==> src/rtl/debug_console_rx_pkg.sv <==
// Shared constants for the debug console receive side: register map, status layout
// and the encoding of characters handed over by the host.
package debug_console_rx_pkg;

    localparam logic REG_DATA   = 1'b0;
    localparam logic REG_STATUS = 1'b1;

    localparam int unsigned ST_VALID     = 0;
    localparam int unsigned ST_FULL      = 1;
    localparam int unsigned ST_OVR       = 2;
    localparam int unsigned ST_COUNT_LSB = 8;

    localparam int unsigned DATA_EMPTY = 31;

    // Host getchar result: 0..255 is a character, any negative value means none pending.
    typedef logic signed [31:0] host_char_t;
    localparam host_char_t HOST_NO_CHAR = -32'sd1;

endpackage

==> src/rtl/debug_console_rx_if.sv <==
// Read-only peripheral bus port of the console receiver plus the host character
// request/response pair used on each poll.
interface debug_console_rx_if
    import debug_console_rx_pkg::*;
#(
    parameter int unsigned DATA_WIDTH = 32
);
    logic                  adr_i;
    logic                  re_i;
    logic [DATA_WIDTH-1:0] dat_o;
    logic                  ack_o;
    logic                  irq_o;
    logic                  getc_req_c;
    host_char_t            getc_char_i;

    modport slave (
        input  adr_i, re_i, getc_char_i,
        output dat_o, ack_o, irq_o, getc_req_c
    );

    modport master (
        output adr_i, re_i, getc_char_i,
        input  dat_o, ack_o, irq_o, getc_req_c
    );
endinterface

==> src/rtl/debug_console_rx_sync_fifo.sv <==
// Synchronous FIFO with registered full/empty/count and a look-ahead count for
// consumers that need a flag updated on the same edge as the count.
module debug_console_rx_sync_fifo #(
    parameter int unsigned WIDTH = 8,
    parameter int unsigned DEPTH = 16
) (
    input  logic                       clk_i,
    input  logic                       rst_i,
    input  logic                       push_i,
    input  logic [WIDTH-1:0]           data_i,
    input  logic                       pop_i,
    output logic                       full_o,
    output logic                       empty_o,
    output logic [$clog2(DEPTH):0]     count_o,
    output logic [$clog2(DEPTH):0]     count_nxt_c,
    output logic [WIDTH-1:0]           head_c
);
    localparam int unsigned AW = $clog2(DEPTH);
    localparam int unsigned CW = AW + 1;

    logic [WIDTH-1:0] mem_q [DEPTH];
    logic [AW-1:0]    wr_ptr_q, wr_ptr_d;
    logic [AW-1:0]    rd_ptr_q, rd_ptr_d;
    logic [CW-1:0]    count_q, count_d;
    logic             full_q, full_d;
    logic             empty_q, empty_d;
    logic             do_push, do_pop;

    // Pointer/count update; pushes when full and pops when empty are ignored.
    always_comb begin
        do_push  = push_i && !full_q;
        do_pop   = pop_i && !empty_q;
        wr_ptr_d = do_push ? wr_ptr_q + AW'(1) : wr_ptr_q;
        rd_ptr_d = do_pop  ? rd_ptr_q + AW'(1) : rd_ptr_q;
        count_d  = count_q + CW'(do_push) - CW'(do_pop);
        full_d   = (count_d == CW'(DEPTH));
        empty_d  = (count_d == '0);
    end

    always_ff @(posedge clk_i) begin
        if (rst_i) begin
            wr_ptr_q <= '0;
            rd_ptr_q <= '0;
            count_q  <= '0;
            full_q   <= 1'b0;
            empty_q  <= 1'b1;
        end else begin
            wr_ptr_q <= wr_ptr_d;
            rd_ptr_q <= rd_ptr_d;
            count_q  <= count_d;
            full_q   <= full_d;
            empty_q  <= empty_d;
        end
    end

    always_ff @(posedge clk_i) begin
        if (!rst_i && do_push) begin
            mem_q[wr_ptr_q] <= data_i;
        end
    end

    assign full_o      = full_q;
    assign empty_o     = empty_q;
    assign count_o     = count_q;
    assign count_nxt_c = count_d;
    assign head_c      = mem_q[rd_ptr_q];

endmodule

==> src/rtl/debug_console_rx.sv <==
// Debug console input: polls the host for keyboard characters at a fixed interval,
// buffers them and serves them through a two-register read-only bus slave.
module debug_console_rx
    import debug_console_rx_pkg::*;
#(
    parameter int unsigned DATA_WIDTH    = 32,
    parameter int unsigned FIFO_DEPTH    = 16,
    parameter int unsigned POLL_INTERVAL = 64
) (
    input  logic              clk_i,
    input  logic              rst_i,
    debug_console_rx_if.slave bus
);
    localparam int unsigned CW = $clog2(FIFO_DEPTH) + 1;
    localparam int unsigned PW = (POLL_INTERVAL > 1) ? $clog2(POLL_INTERVAL) : 1;
    localparam logic [PW-1:0] POLL_RELOAD = PW'(POLL_INTERVAL - 1);

    logic [PW-1:0]         poll_cnt_q, poll_cnt_d;
    logic                  ovr_q, ovr_d;
    logic                  ack_q, ack_d;
    logic                  irq_q, irq_d;
    logic [DATA_WIDTH-1:0] dat_q, dat_d;

    logic                  poll_tick_c;
    logic                  getc_req_c;
    logic                  push_c;
    logic                  pop_c;
    logic                  rd_data_c;
    logic                  rd_status_c;
    logic [31:0]           rd_word_c;

    logic                  fifo_full;
    logic                  fifo_empty;
    logic [CW-1:0]         fifo_count;
    logic [CW-1:0]         fifo_count_nxt_c;
    logic [7:0]            fifo_head_c;

    debug_console_rx_sync_fifo #(
        .WIDTH (8),
        .DEPTH (FIFO_DEPTH)
    ) u_fifo (
        .clk_i       (clk_i),
        .rst_i       (rst_i),
        .push_i      (push_c),
        .data_i      (bus.getc_char_i[7:0]),
        .pop_i       (pop_c),
        .full_o      (fifo_full),
        .empty_o     (fifo_empty),
        .count_o     (fifo_count),
        .count_nxt_c (fifo_count_nxt_c),
        .head_c      (fifo_head_c)
    );

    // Poll scheduling, host request, overrun tracking and read-data mux.
    always_comb begin
        poll_tick_c = (poll_cnt_q == '0);
        poll_cnt_d  = poll_tick_c ? POLL_RELOAD : poll_cnt_q - PW'(1);
        // A full FIFO skips the host call so the pending character stays with the host.
        getc_req_c  = poll_tick_c && !fifo_full && !rst_i;
        push_c      = getc_req_c && (bus.getc_char_i >= 0);

        rd_data_c   = bus.re_i && (bus.adr_i == REG_DATA);
        rd_status_c = bus.re_i && (bus.adr_i == REG_STATUS);
        pop_c       = rd_data_c && !fifo_empty;

        ovr_d = ovr_q;
        if (rd_status_c) begin
            ovr_d = 1'b0;
        end
        if (poll_tick_c && fifo_full) begin
            ovr_d = 1'b1;
        end

        rd_word_c = '0;
        if (rd_data_c) begin
            if (fifo_empty) begin
                rd_word_c[DATA_EMPTY] = 1'b1;
            end else begin
                rd_word_c[7:0] = fifo_head_c;
            end
        end else if (rd_status_c) begin
            rd_word_c[ST_VALID]           = !fifo_empty;
            rd_word_c[ST_FULL]            = fifo_full;
            rd_word_c[ST_OVR]             = ovr_q;
            rd_word_c[ST_COUNT_LSB +: 8]  = 8'(fifo_count);
        end

        dat_d = DATA_WIDTH'(rd_word_c);
        ack_d = bus.re_i;
        irq_d = (fifo_count_nxt_c != '0);
    end

    always_ff @(posedge clk_i) begin
        if (rst_i) begin
            poll_cnt_q <= POLL_RELOAD;
            ovr_q      <= 1'b0;
            ack_q      <= 1'b0;
            irq_q      <= 1'b0;
            dat_q      <= '0;
        end else begin
            poll_cnt_q <= poll_cnt_d;
            ovr_q      <= ovr_d;
            ack_q      <= ack_d;
            irq_q      <= irq_d;
            dat_q      <= dat_d;
        end
    end

    assign bus.getc_req_c = getc_req_c;
    assign bus.dat_o      = dat_q;
    assign bus.ack_o      = ack_q;
    assign bus.irq_o      = irq_q;

endmodule

==> src/flat_wrapper.sv <==
// flat-port wrapper written by rule: the top's interface ports become plain ports
module debug_console_rx_flat import debug_console_rx_pkg::*;
#(
    parameter int unsigned DATA_WIDTH    = 32,
    parameter int unsigned FIFO_DEPTH    = 16,
    parameter int unsigned POLL_INTERVAL = 64
)
  (clk_i, rst_i, bus_adr_i, bus_re_i, bus_getc_char_i, bus_dat_o, bus_ack_o, bus_irq_o, bus_getc_req_c);
  debug_console_rx_if #(.DATA_WIDTH(DATA_WIDTH)) bus_i ();
  input  logic clk_i;
  input  logic rst_i;
  input wire logic [$bits(bus_i.adr_i)-1:0] bus_adr_i;
  input wire logic [$bits(bus_i.re_i)-1:0] bus_re_i;
  input wire logic [$bits(bus_i.getc_char_i)-1:0] bus_getc_char_i;
  output wire logic [$bits(bus_i.dat_o)-1:0] bus_dat_o;
  output wire logic [$bits(bus_i.ack_o)-1:0] bus_ack_o;
  output wire logic [$bits(bus_i.irq_o)-1:0] bus_irq_o;
  output wire logic [$bits(bus_i.getc_req_c)-1:0] bus_getc_req_c;
  assign bus_i.adr_i = bus_adr_i;
  assign bus_i.re_i = bus_re_i;
  assign bus_i.getc_char_i = bus_getc_char_i;
  assign bus_dat_o = bus_i.dat_o;
  assign bus_ack_o = bus_i.ack_o;
  assign bus_irq_o = bus_i.irq_o;
  assign bus_getc_req_c = bus_i.getc_req_c;
  debug_console_rx #(.DATA_WIDTH(DATA_WIDTH), .FIFO_DEPTH(FIFO_DEPTH), .POLL_INTERVAL(POLL_INTERVAL)) u_core (.clk_i(clk_i), .rst_i(rst_i), .bus(bus_i));
endmodule
==> config.mk <==
export PLATFORM = sky130hd
export DESIGN_NAME = debug_console_rx_flat
export DESIGN_NICKNAME = d
export VERILOG_FILES = /design/src/rtl/debug_console_rx_pkg.sv /design/src/rtl/debug_console_rx_if.sv /design/src/rtl/debug_console_rx_sync_fifo.sv /design/src/rtl/debug_console_rx.sv /design/src/flat_wrapper.sv
export SDC_FILE = /design/constraint.sdc
export NUM_CORES = 1
export LEC_CHECK = 0
export ABC_AREA = 1
export BUFFER_PORTS_ARGS = -buffer_cell sky130_fd_sc_hd__buf_4
export CAP_MARGIN = 20
export CORE_MARGIN = 2
export CORE_UTILIZATION = 35
export DETAILED_ROUTE_END_ITERATION = 10
export MAX_ROUTING_LAYER = met4
export SYNTH_ARGS = -nofsm -noshare
export SYNTH_HDL_FRONTEND = slang
export SYNTH_SLANG_ARGS = --single-unit
==> constraint.sdc <==
create_clock -name clk_i -period 3.23 [get_ports clk_i]
set_input_delay 0.4845 -clock clk_i [delete_from_list [all_inputs] [get_ports clk_i]]
set_output_delay 0.4845 -clock clk_i [all_outputs]
set_load 0.005 [all_outputs]
## After elaboration in Yosys (flattened, before gate mapping)

Memories as Yosys holds them, arrays and structs flattened. A register that Yosys moved wholly into a read port is not among the register bits.
Cells that the tools add are included.

- Bits in registers: 56
- Input port bits: 36
- Memory bits (writable): 128
- Output and inout port bits: 35
- Memories: 1
- Word-level logic and storage cells: 58

- $lt $le $gt $ge: 1
- Bitwise operators: 3
- Reduce and logical (&&, ||, !) cells: 22
- Multiplexer cells: 10
- Add/sub/neg operators: 5
- Equality and inequality tests: 1

Memories:

| name | words | bits a word | read ports | clocked after Yosys merged registers in | write ports | line | source |
|---|---|---|---|---|---|---|---|
| u_core.u_fifo.mem_q | 16 | 8 | 1 | 1 | 1 | debug_console_rx_sync_fifo.sv:21 | `logic [WIDTH-1:0] mem_q [DEPTH];` |

Operators with widths:

| cell | count |
|---|---|
| $ge 32x1->1 const B | 1 |
| $logic_and 1x1->1 | 10 |
| $add 4x1->4 const B | 2 |
| $mux 4 | 2 |
| $mux 8 | 1 |
| $logic_not 6->1 | 1 |
| $mux 3 | 2 |
| $reduce_or 2->1 | 3 |
| $reduce_or 3->1 | 2 |
| $sub 6x1->6 const B | 1 |
| $add 5x1->5 | 1 |
| $eq 5x5->1 const B | 1 |
| $logic_not 5->1 | 1 |
| $mux 1 | 5 |
| $reduce_bool 5->1 | 1 |
| $sub 5x1->5 | 1 |
| $logic_not 1->1 | 3 |
| $not 1->1 | 3 |
| $reduce_bool 2->1 | 1 |

## Depth between registers and ports, before layout

- Word-level depth: 8
- Mapped depth: 16
- Mapped depth without buffers: 16

## By module

Synthesis repeated with hierarchy kept, for this count alone.

- Cells, all modules: 785
- Area total of the unflattened synthesis: 7,499.7 um^2

Modules (own cells, without submodules):

| module | area each (um^2) | seq. area each (um^2) | instances | cells an instance |
|---|---|---|---|---|
| debug_console_rx_sync_fifo | 6,488.7 | 4,224.1 | 1 | 657 |
| debug_console_rx | 1,011.0 | 460.4 | 1 | 128 |

## Worst setup path before layout

OpenSTA, ideal clock, no wires.

- Path type: input port to flip-flop
- Start: input port rst_i
- End: register u_core.irq_q, in the netlist u_core.bus.irq_o
- Path buffers: 1
- Setup time: 116 ps
- Stages: 12
- Data required time: 3,114 ps
- Slack: 693 ps
- Arrival: 2,421 ps
- Path through: buf_2 > nor2_4 > nand3_4 > ha_1 > inv_1 > ha_1 > fa_1 > xor2_1 > nor3_1 > nand2_1 > a21oi_1 > inv_1

- Cells in the longest elaborated chain, start to end: 7

RTL lines:

| element | line | source |
|---|---|---|
| from (decl) | flat_wrapper.sv:11 | `input logic rst_i;` |
| $logic_not 1->1 | debug_console_rx.sv:59 | `getc_req_c = poll_tick_c && !fifo_full && !rst_i;` |
| $logic_and 1x1->1 | debug_console_rx.sv:59 |  |
| $logic_and 1x1->1 | debug_console_rx.sv:60 | `push_c = getc_req_c && (bus.getc_char_i >= 0);` |
| $logic_and 1x1->1 | debug_console_rx_sync_fifo.sv:31 | `do_push = push_i && !full_q;` |
| $add 5x1->5 | debug_console_rx_sync_fifo.sv:35 | `count_d = count_q + CW'(do_push) - CW'(do_pop);` |
| $sub 5x1->5 | debug_console_rx_sync_fifo.sv:35 |  |
| $reduce_bool 5->1 | debug_console_rx.sv:90 | `irq_d = (fifo_count_nxt_c != '0);` |
| to (signal assigned) | debug_console_rx.sv:104 | `irq_q <= irq_d;` |
| to (decl) | debug_console_rx.sv:21 | `logic irq_q, irq_d;` |

Several ways; a longest one is shown, not always the timed one.
A chain may end at the register's enable or synchronous reset.

## Worst setup path in the final report

- Start: register u_core.poll_cnt_q[0]
- End: register u_core.irq_q, in the netlist u_core.bus.irq_o

- Cells in the longest elaborated chain, start to end: 8

RTL lines:

| element | line | source |
|---|---|---|
| from (decl) | debug_console_rx.sv:18 | `logic [PW-1:0] poll_cnt_q, poll_cnt_d;` |
| from (signal assigned) | debug_console_rx.sv:101 | `poll_cnt_q <= poll_cnt_d;` |
| $logic_not 6->1 | debug_console_rx.sv:56 | `poll_tick_c = (poll_cnt_q == '0);` |
| $logic_and 1x1->1 (2 in series) | debug_console_rx.sv:59 |  |
| $logic_and 1x1->1 | debug_console_rx.sv:60 |  |
| $logic_and 1x1->1 | debug_console_rx_sync_fifo.sv:31 |  |
| $add 5x1->5 | debug_console_rx_sync_fifo.sv:35 |  |
| $sub 5x1->5 | debug_console_rx_sync_fifo.sv:35 |  |
| $reduce_bool 5->1 | debug_console_rx.sv:90 |  |

No other way between the ends.

==> out/qor.yml <==
drive_above_1_share_pct: 14.7
r2r_start: "u_core.poll_cnt_q[0]"
p_leak_nw: 3.08
grt_usage_pct: 14.0
wl_met3_um: 585
postCtsHoldBufs: 0
ctsResizeCount: 0
r2r_setup_slack_ns: 0.48
hold_violations: 0
hp-start: "bus_re_i"
required_ns: 3.55
place_inst: 926
synth.distinct_cells: 38
io_pins: 71
syn_inst: 639
reg2reg_depth: 14
synth_area_per_cell_um2: 11.1
cts_max_path_buffers: 2
r2r-end: "u_core.bus.irq_o"
antenna_found_initial: 0
cts_root_buf: "clkbuf_16"
ant_nets: 0
num_vias: 4382
maxCapViolCount: 0
cts_tree: "yes"
dieHeight_um: 146
drv_slew: 0
highest_layer: "met4"
power.total_w: 0.00511
globalplace.congestion: 0.769
synth_top_area_cell: "edfxtp_1"
overflow: 0
wl_met1_um: 6630
whs_endpoint: "u_core.bus.ack_o"
critical_path_class: "flip-flop to flip-flop"
rows: 52
tns_ns: 0
cts-buffers-inserted: 17
wirelength_um: 14000
synth.top_cell.area_share_pct: 54.3
powerDensity_mw_per_mm2: 631
antenna_cells: 0
dieArea_mm2: 0.0214
cts_setup_buffers: 0
viasPerCell: 4.57
peakVddDrop_mv: 0.381
endpoint_kind: "flip-flop"
drt-initial-drc-count: 322
wl_met2_um: 6510
hpwl_um: 8320
critPathLaunch: "u_core.poll_cnt_q[0]"
cts_htree_levels: 4
fmax_mhz: 364
tightest_slew_ns: 0.873
post_layout_nonfiller_instances: 958
rsz0062_at_grt: "no"
die_w_um: 146
grt_start_max_net_pins: 61
portBuffers: 29
fin_crit_ns: 2.75
syn_to_final_growth_pct: 14.4
ys_seq_area_share_pct: 66.2
drc: 0
cp.arrival_ns: 3.07
min_path_type: "input pin to flip-flop"
layout.nets: 724
crit_fanout: 8
path_clk_slew_ns: 0.07
grt_pass1_wl_um: 22100
finalCritPeriodShare_pct: 85.2
maxSlewHeadroom_pct: 41.6
ys_top_cells_by_area: "edfxtp_1 (54%), dfxtp_1 (12%), nand2_1 (5.9%)"
worstSetupStartpointType: "flip-flop"
synth_seq_cells: 170
status: "completed"
start_util_pct: 35.3
yosysWarnings: 0
core_area_mm2: 0.0200
wl_per_cell_um: 14.6
finalSetupViolations: 0
clk_latency_ns: 0.43
holdPathStages: 3
grt_pass1_vias: 4249
syn_area_mm2: 0.00708
cts.sinks: 170
holdWs_ns: 0.303
clock_skew_ns: 0.00981
firstDrtPassIters: 5
[cells in the final DEF (no fill, tap or decap), types with 4 or more instances in the layout]
| cell | synthesis | layout |
|---|---|---|
| a21oi_1 | 12 | 12 |
| ha_1 | 12 | 12 |
| dfxtp_1 | 42 | 41 |
| clkbuf_16 | 0 | 20 |
| o211ai_2 | 4 | 4 |
| inv_1 | 38 | 39 |
| conb_1 | 1 | 18 |
| o21ai_0 | 13 | 13 |
| nand3_1 | 59 | 59 |
| xor2_1 | 6 | 6 |
| o211ai_1 | 5 | 5 |
| nor2_1 | 105 | 105 |
| edfxtp_1 | 128 | 128 |
| buf_4 | 23 | 44 |
| o21ai_1 | 28 | 28 |
| nand2_1 | 111 | 111 |
[cells in the mapped netlist (all sizes together)]
cell,number
a32o,1
nand2,117
fa,1
clkinv,1
o211ai,9
xor2,6
o21ai,41
ha,12
nand3,62
conb,1
buf,43
nand4,1
nor3b,1
a21oi,14
xnor2,1
inv,40
o21a,2
dfxtp,42
or2,1
clkbuf,1
edfxtp,128
nor3,4
nor2,110
[area by class of cell]
type | count | area [um^2]
inverter | 41 | 169
tap | 270 | 338
timing repair buffer | 44 | 330
multi-input combinational | 401 | 1980
clock inverter | 11 | 76.3
sequential | 170 | 4690
fill | 1922 | 11900
clock buffer | 21 | 514
[worst max path at each step]
stage,end,slack (ns),cells past startpoint
after floorplan,u_core.bus.irq_o,0.69,12
after global placement,u_core.bus.irq_o,0.47,12
after detailed placement,u_core.bus.irq_o,0.47,12
after CTS,u_core.bus.irq_o,0.45,14
after global routing,u_core.bus.irq_o,0.21,14
final,u_core.bus.irq_o,0.48,14
[routing by layer]
metal	vias up	GRT usage [%]
met1	2066	17.5
met5	-	-
met3	19	3.28
met2	103	22.0
met4	0	5.34
li1	2194	-
[metrics by stage]
stage	cell area [um^2]	util (%)	setup WS, ns
finish	8100	40.4	0.480
global route	8100	40.4	0.212
CTS	8100	40.4	0.451
detailed placement	7510	37.5	0.472
global placement	7510	37.5	0.467
floorplan	7140	-	0.693
[critical path, cell delays in order, from the launching register on]
cell and delay, ns:
dfxtp_1 0.31, inv_1 0.08, ha_1 0.17, nand3_2 0.12
nor2_4 0.13, nand3_4 0.16, ha_1 0.32, inv_1 0.04
ha_1 0.22, fa_1 0.43, xor2_1 0.18, nor3_1 0.14
nand2_1 0.10, a21oi_1 0.17, inv_1 0.06
[logic make-up after synthesis]
logic type	synth area share (%)
flip-flops	66.2
other	0.0530
AO/OA/AOI/OAI	5.59
adder cells (fa/ha/maj)	2.40
AND/OR/NAND/NOR	18.2
buffers and inverters	6.70
XOR/XNOR	0.866
[flip-flops by register name, summed over array words and instances, names as in the netlist, named ones only]
| name | cells |
|---|---|
| u_core.u_fifo.mem_q | 128 |
| u_core.bus.dat_o | 14 |
| u_core.poll_cnt_q | 6 |
| u_core.u_fifo.count_o | 5 |
| u_core.u_fifo.rd_ptr_q | 4 |
| u_core.u_fifo.wr_ptr_q | 4 |
| u_core.bus.ack_o | 1 |
| u_core.bus.irq_o | 1 |
| u_core.ovr_q | 1 |
| u_core.u_fifo.empty_o | 1 |
| u_core.u_fifo.full_o | 1 |
[power breakdown]
group / switching [W] / internal (W) / total (W)
combinational: 0.000424 / 0.000231 / 0.000655
clock: 0.000839 / 0.00115 / 0.00199
sequential: 0.0000542 / 0.00241 / 0.00246
No activity file was read; power rests on OpenSTA's default activity.
